**src/rtl/uart_tx_fifo.sv**
```systemverilog
// Byte FIFO plus transmit sequencer feeding a Uart8 tx interface.
// Presents one queued byte at a time and advances only on a fresh txDone edge.
module uart_tx_fifo #(
    parameter int DEPTH  = 16,
    parameter int ADDR_W = 4
) (
    input  logic              clk,
    input  logic              reset,
    input  logic              enable,
    input  logic              wr_en,
    input  logic [7:0]        wr_data,
    output logic              full,
    output logic              empty,
    output logic [ADDR_W:0]   level,
    output logic              overflow,
    output logic [15:0]       sent_count,
    output logic              uart_tx_en,
    output logic              uart_tx_start,
    output logic [7:0]        uart_tx_data,
    input  logic              uart_tx_busy,
    input  logic              uart_tx_done
);

    typedef enum logic [1:0] {
        IDLE      = 2'd0,
        START     = 2'd1,
        WAIT_DONE = 2'd2
    } state_t;

    localparam logic [ADDR_W:0]   LVL_FULL = (ADDR_W + 1)'(DEPTH);
    localparam logic [ADDR_W:0]   LVL_ONE  = (ADDR_W + 1)'(1);
    localparam logic [ADDR_W-1:0] PTR_ONE  = ADDR_W'(1);

    logic [7:0]        mem_q [DEPTH];
    logic [ADDR_W-1:0] wr_ptr_q, rd_ptr_q;
    logic [ADDR_W:0]   level_q, level_d;
    logic              full_q, empty_q, overflow_q;
    logic [15:0]       sent_q;
    logic              start_q;
    logic [7:0]        data_q;
    logic              done_q;
    state_t            state_q;

    logic push, pop, done_rise;

    assign push      = wr_en && !full_q;
    assign pop       = (state_q == IDLE) && enable && !empty_q && !uart_tx_busy;
    assign done_rise = uart_tx_done && !done_q;

    always_comb begin
        level_d = level_q;
        case ({push, pop})
            2'b10:   level_d = level_q + LVL_ONE;
            2'b01:   level_d = level_q - LVL_ONE;
            default: level_d = level_q;
        endcase
    end

    // Storage has no reset: pointers and level define which entries are valid.
    always_ff @(posedge clk) begin
        if (push) mem_q[wr_ptr_q] <= wr_data;
    end

    always_ff @(posedge clk or posedge reset) begin
        if (reset) begin
            wr_ptr_q   <= '0;
            rd_ptr_q   <= '0;
            level_q    <= '0;
            full_q     <= 1'b0;
            empty_q    <= 1'b1;
            overflow_q <= 1'b0;
            done_q     <= 1'b0;
        end else begin
            done_q  <= uart_tx_done;
            level_q <= level_d;
            full_q  <= (level_d == LVL_FULL);
            empty_q <= (level_d == '0);
            if (push) wr_ptr_q <= wr_ptr_q + PTR_ONE;
            if (pop)  rd_ptr_q <= rd_ptr_q + PTR_ONE;
            if (wr_en && full_q) overflow_q <= 1'b1;
        end
    end

    always_ff @(posedge clk or posedge reset) begin
        if (reset) begin
            state_q <= IDLE;
            start_q <= 1'b0;
            data_q  <= 8'h00;
            sent_q  <= 16'h0000;
        end else begin
            case (state_q)
                IDLE: begin
                    if (pop) begin
                        data_q  <= mem_q[rd_ptr_q];
                        start_q <= 1'b1;
                        state_q <= START;
                    end
                end
                START: begin
                    if (!enable) begin
                        start_q <= 1'b0;
                        if (!uart_tx_busy && !done_rise) state_q <= IDLE;
                    end else if (uart_tx_busy) begin
                        start_q <= 1'b0;
                        state_q <= WAIT_DONE;
                    end
                end
                WAIT_DONE: begin
                    // With enable low the frame is abandoned, so its done edge is not counted.
                    if (!enable) begin
                        start_q <= 1'b0;
                        if (!uart_tx_busy && !done_rise) state_q <= IDLE;
                    end else if (done_rise) begin
                        sent_q  <= sent_q + 16'd1;
                        state_q <= IDLE;
                    end
                end
                default: begin
                    start_q <= 1'b0;
                    state_q <= IDLE;
                end
            endcase
        end
    end

    assign full          = full_q;
    assign empty         = empty_q;
    assign level         = level_q;
    assign overflow      = overflow_q;
    assign sent_count    = sent_q;
    assign uart_tx_en    = enable;
    assign uart_tx_start = start_q;
    assign uart_tx_data  = data_q;

endmodule

```
**config.mk**
```make
export PLATFORM = sky130hd
export DESIGN_NAME = uart_tx_fifo
export DESIGN_NICKNAME = d
export VERILOG_FILES = /design/src/rtl/uart_tx_fifo.sv
export SDC_FILE = /design/constraint.sdc
export NUM_CORES = 1
export LEC_CHECK = 0
export ABC_AREA = 0
export BUFFER_PORTS_ARGS = -buffer_cell sky130_fd_sc_hd__buf_4
export CAP_MARGIN = 20
export CORE_ASPECT_RATIO = 0.75
export CORE_MARGIN = 4
export CORE_UTILIZATION = 60
export CTS_BUF_LIST = sky130_fd_sc_hd__clkbuf_8
export CTS_CLUSTER_SIZE = 8
export DETAILED_ROUTE_END_ITERATION = 10
export GPL_ROUTABILITY_DRIVEN = 0
export PLACE_DENSITY = 0.87
export SYNTH_ARGS = -nofsm -noshare
export SYNTH_HDL_FRONTEND = slang
export SYNTH_SLANG_ARGS = --single-unit
```
**constraint.sdc**
```tcl
create_clock -name clk -period 3.1 [get_ports clk]
set_clock_uncertainty 0.1 [all_clocks]
set_input_delay 0.31 -clock clk [delete_from_list [all_inputs] [get_ports clk]]
set_output_delay 0.31 -clock clk [all_outputs]
set_load 0.01 [all_outputs]
```
==> impl_metrics.json <==
{
  "io_buffer_count": 47,
  "cts_made_buffers": 17,
  "grt_pass1_wl_mm": 22.3,
  "worstSetupEndpointType": "flop",
  "drv_cap": 0,
  "path_clk_slew_ps": 100,
  "clock_sinks": 172,
  "ys_types": 42,
  "cts_tree": "done",
  "synth_ff_type": "edfxtp_1",
  "slowest_delay_ps": 540,
  "critical_path_class": "primary input to flop",
  "yosysSeqAreaShare_pct": 69.5,
  "track_usage_pct": 22.2,
  "yosysWarnings": 0,
  "fin_nets": 497,
  "max_slew_margin_pct": 36.7,
  "grt_pass1_vias": 3916,
  "die_h_um": 102,
  "rows": 34,
  "vias": 3894,
  "status": "finished clean",
  "avgSynthCellArea_sq_um": 17.6,
  "dp_cells": 613,
  "dieWidth_um": 134,
  "timing.final.max_slew_violations": 0,
  "overflow": 0,
  "cp.arrival_ps": 3190,
  "core_region_area_sq_um": 11600,
  "synth_cells": 404,
  "hp-class": "primary input to flop",
  "wl_per_cell_um": 22.1,
  "clk_latency_ps": 460,
  "p_per_area_nw_per_um2": 813,
  "fin_crit_sh_pct": 93.7,
  "dp_hpwl_mm": 9.14,
  "synth_fp_nets": 427,
  "viasPerCell": 6.00,
  "cts.htree.levels": 4,
  "cts_buffer_depth": 2,
  "die_area_sq_um": 13700,
  "ant_nets": 0,
  "diodes": 0,
  "max_slew.worst_pin.slew_ps": 948,
  "finalSetupTns_ps": 0,
  "dr.pass1.iters": 5,
  "yosys.area.top_type": "edfxtp_1",
  "syn_to_final_growth_pct": 14.3,
  "async_flop_share_pct": 25.6,
  "rsz0062_at_grt": "false",
  "finalCriticalPeriod_ps": 2900,
  "finalSetupViolations": 0,
  "whs_ps": 58.3,
  "cts-root-buf": "clkbuf_8",
  "cp_max_fo": 10,
  "cp_common_cell": "nor2_1",
  "worst-r2r-setup-slack_ps": 240,
  "ioPinCount": 48,
  "syn_area_sq_um": 7120,
  "synth-seq-cells": 172,
  "antenna_found_initial": 0,
  "path_cells": "dlygate4sd3_1, buf_4, nor2_1, nand3b_4, inv_4, ha_2, xor2_1, ha_1, nor2_1, o31ai_1, o211ai_1, xnor2_1, nor3b_1",
  "yosys.area.top_type_share_pct": 54.0,
  "hold_viol": 0,
  "timing.fmax_mhz": 344,
  "drive_gt1_share_pct": 21.6,
  "slowest_stage": "dlygate4sd3_1",
  "crit_path_start_kind": "primary input",
  "yosys-top-cells-area": "edfxtp_1 54%, dfrtp_1 15%, mux4_1 10%, xnor2_1 2.6%, mux2i_1 2.4%",
  "final_cells": 649,
  "required_ps": 3390,
  "vdd_drop_max_v": 0.000403,
  "grt_max_degree": 45,
  "start_util_pct": 61.3,
  "initialDrtViolationCount": 425,
  "leakagePower_nw": 3.12,
  "drt_wl_total_mm": 14.3,
  "drc_errors": 0,
  "fillerInstances": 701,
  "synth-edff-count": 128
}
## cells in the final DEF (no fill, tap or decap), types with 6 or more instances in the layout
cell / Yosys / final
nor2_1: 19 / 19
mux4_1: 27 / 27
buf_4: 3 / 64
nor3_1: 9 / 9
a21o_1: 9 / 9
xor2_1: 6 / 6
o22ai_1: 9 / 9
dfrtp_1: 43 / 43
nand2_1: 22 / 22
nand4_1: 6 / 6
clkbuf_8: 0 / 17
edfxtp_1: 128 / 128
nand3_1: 8 / 8
xnor2_1: 21 / 21
ha_1: 9 / 8
mux2i_1: 17 / 17
inv_1: 8 / 9
## what timing repair did
item,4_1_cts,5_1_grt
hold buffers,4,0
buffers inserted,0,0
gates resized for setup,0,3
endpoints found under the setup margin,0,2
hold endpoints to repair,32,0
## metal layers
| layer | up-vias | track usage [%] | routed length (um) |
|---|---|---|---|
| li1 | 1717 | - | - |
| met1 | 2016 | 31.4 | 6060 |
| met2 | 142 | 34.7 | 7040 |
| met3 | 19 | 5.81 | 1000 |
| met4 | 0 | 6.96 | 224 |
| met5 | - | 0 | 0 |
## cells in the mapped netlist (2+ instances only)
master      n
o21ai_0     5
nand3_1     8
clkbuf_1    4
mux2i_1    17
o22ai_1     9
dfrtp_1    43
buf_4       3
inv_1       8
buf_2       5
ha_1        9
buf_6       3
mux2_2      2
a31oi_1     2
nor2_1     19
nor3b_1     2
edfxtp_1  128
nor3_1      9
xnor2_1    21
mux4_2      5
a21oi_1     5
and3_1      3
nor2b_1     5
mux4_1     27
nand4_1     6
nand2b_1    5
a21o_1      9
xor2_1      6
nand2_1    22
## worst max-delay path, delay by kind of cell
kind | cells | cell delay (ps)
xor gates and xnor gates | 2 | 410
AOI/OAI and AO/OA | 2 | 400
buffers and inverters | 3 | 850
and+or+nand+nor | 4 | 730
adders and majority gates | 2 | 490
## final cells by class
cell class	instances	area [sq um]	share of cell area, %
clock buffers	17	234	2.88
clock inverters	15	175	2.15
inverters	9	36.3	0.446
multi-input cells	206	2020	24.8
flip-flops and latches	172	4950	60.8
well taps	162	203	2.49
repair buffers	68	520	6.40
## registers in the layout, indices dropped and copies added (netlist names)
signal / cells
mem_q: 128
uart_tx_data: 8
sent_count: 16
rd_ptr_q: 4
level: 5
uart_tx_start: 1
empty: 1
wr_ptr_q: 4
full: 1
done_q: 1
state_q: 2
overflow: 1
## metrics by stage
| stage | power (mW) | utilization [%] | worst slack [ps] | area, sq um |
|---|---|---|---|---|
| after floorplan | 4.40 | - | 558 | 7120 |
| after global placement | 4.90 | 66.0 | 391 | 7670 |
| after detailed placement | 5.01 | 66.0 | 100 | 7670 |
| after CTS | 6.62 | 69.9 | 57.1 | 8120 |
| after global routing | 6.91 | 70.0 | 34.2 | 8130 |
| final | 6.61 | 70.0 | 197 | 8130 |
## path summary, 6_finish.rpt
check,startpoint,to,cells after the start
max,uart_tx_busy,full$_DFF_PP0_,13
min,wr_data[3],mem_q[1][3]$_DFFE_PP_,1
max reg2reg,state_q[0]$_DFFE_PP0P_,full$_DFF_PP0_,11
min reg2reg,overflow$_DFFE_PP0P_,overflow$_DFFE_PP0P_,1
max in group asynchronous,reset,uart_tx_data[4]$_DFFE_PP0P_,3
min in group asynchronous,reset,full$_DFF_PP0_,3
## where the power goes
group	switching, mW	internal, mW
combinational	0.952	0.915
sequential	0.299	2.82
clock	0.825	0.795
## cells by family after synthesis
family                   after synthesis  share of synthesized area [%]
buffers and inverters                 26                           2.32
AND/OR/NAND/NOR                       84                           5.82
flip-flops                           172                           69.5
AO/OA/AOI/OAI                         35                           3.18
adder cells (fa/ha/maj)                9                           1.58
multiplexers                          51                           14.3
XOR/XNOR                              27                           3.32
Power figures use the tool's default switching activity.
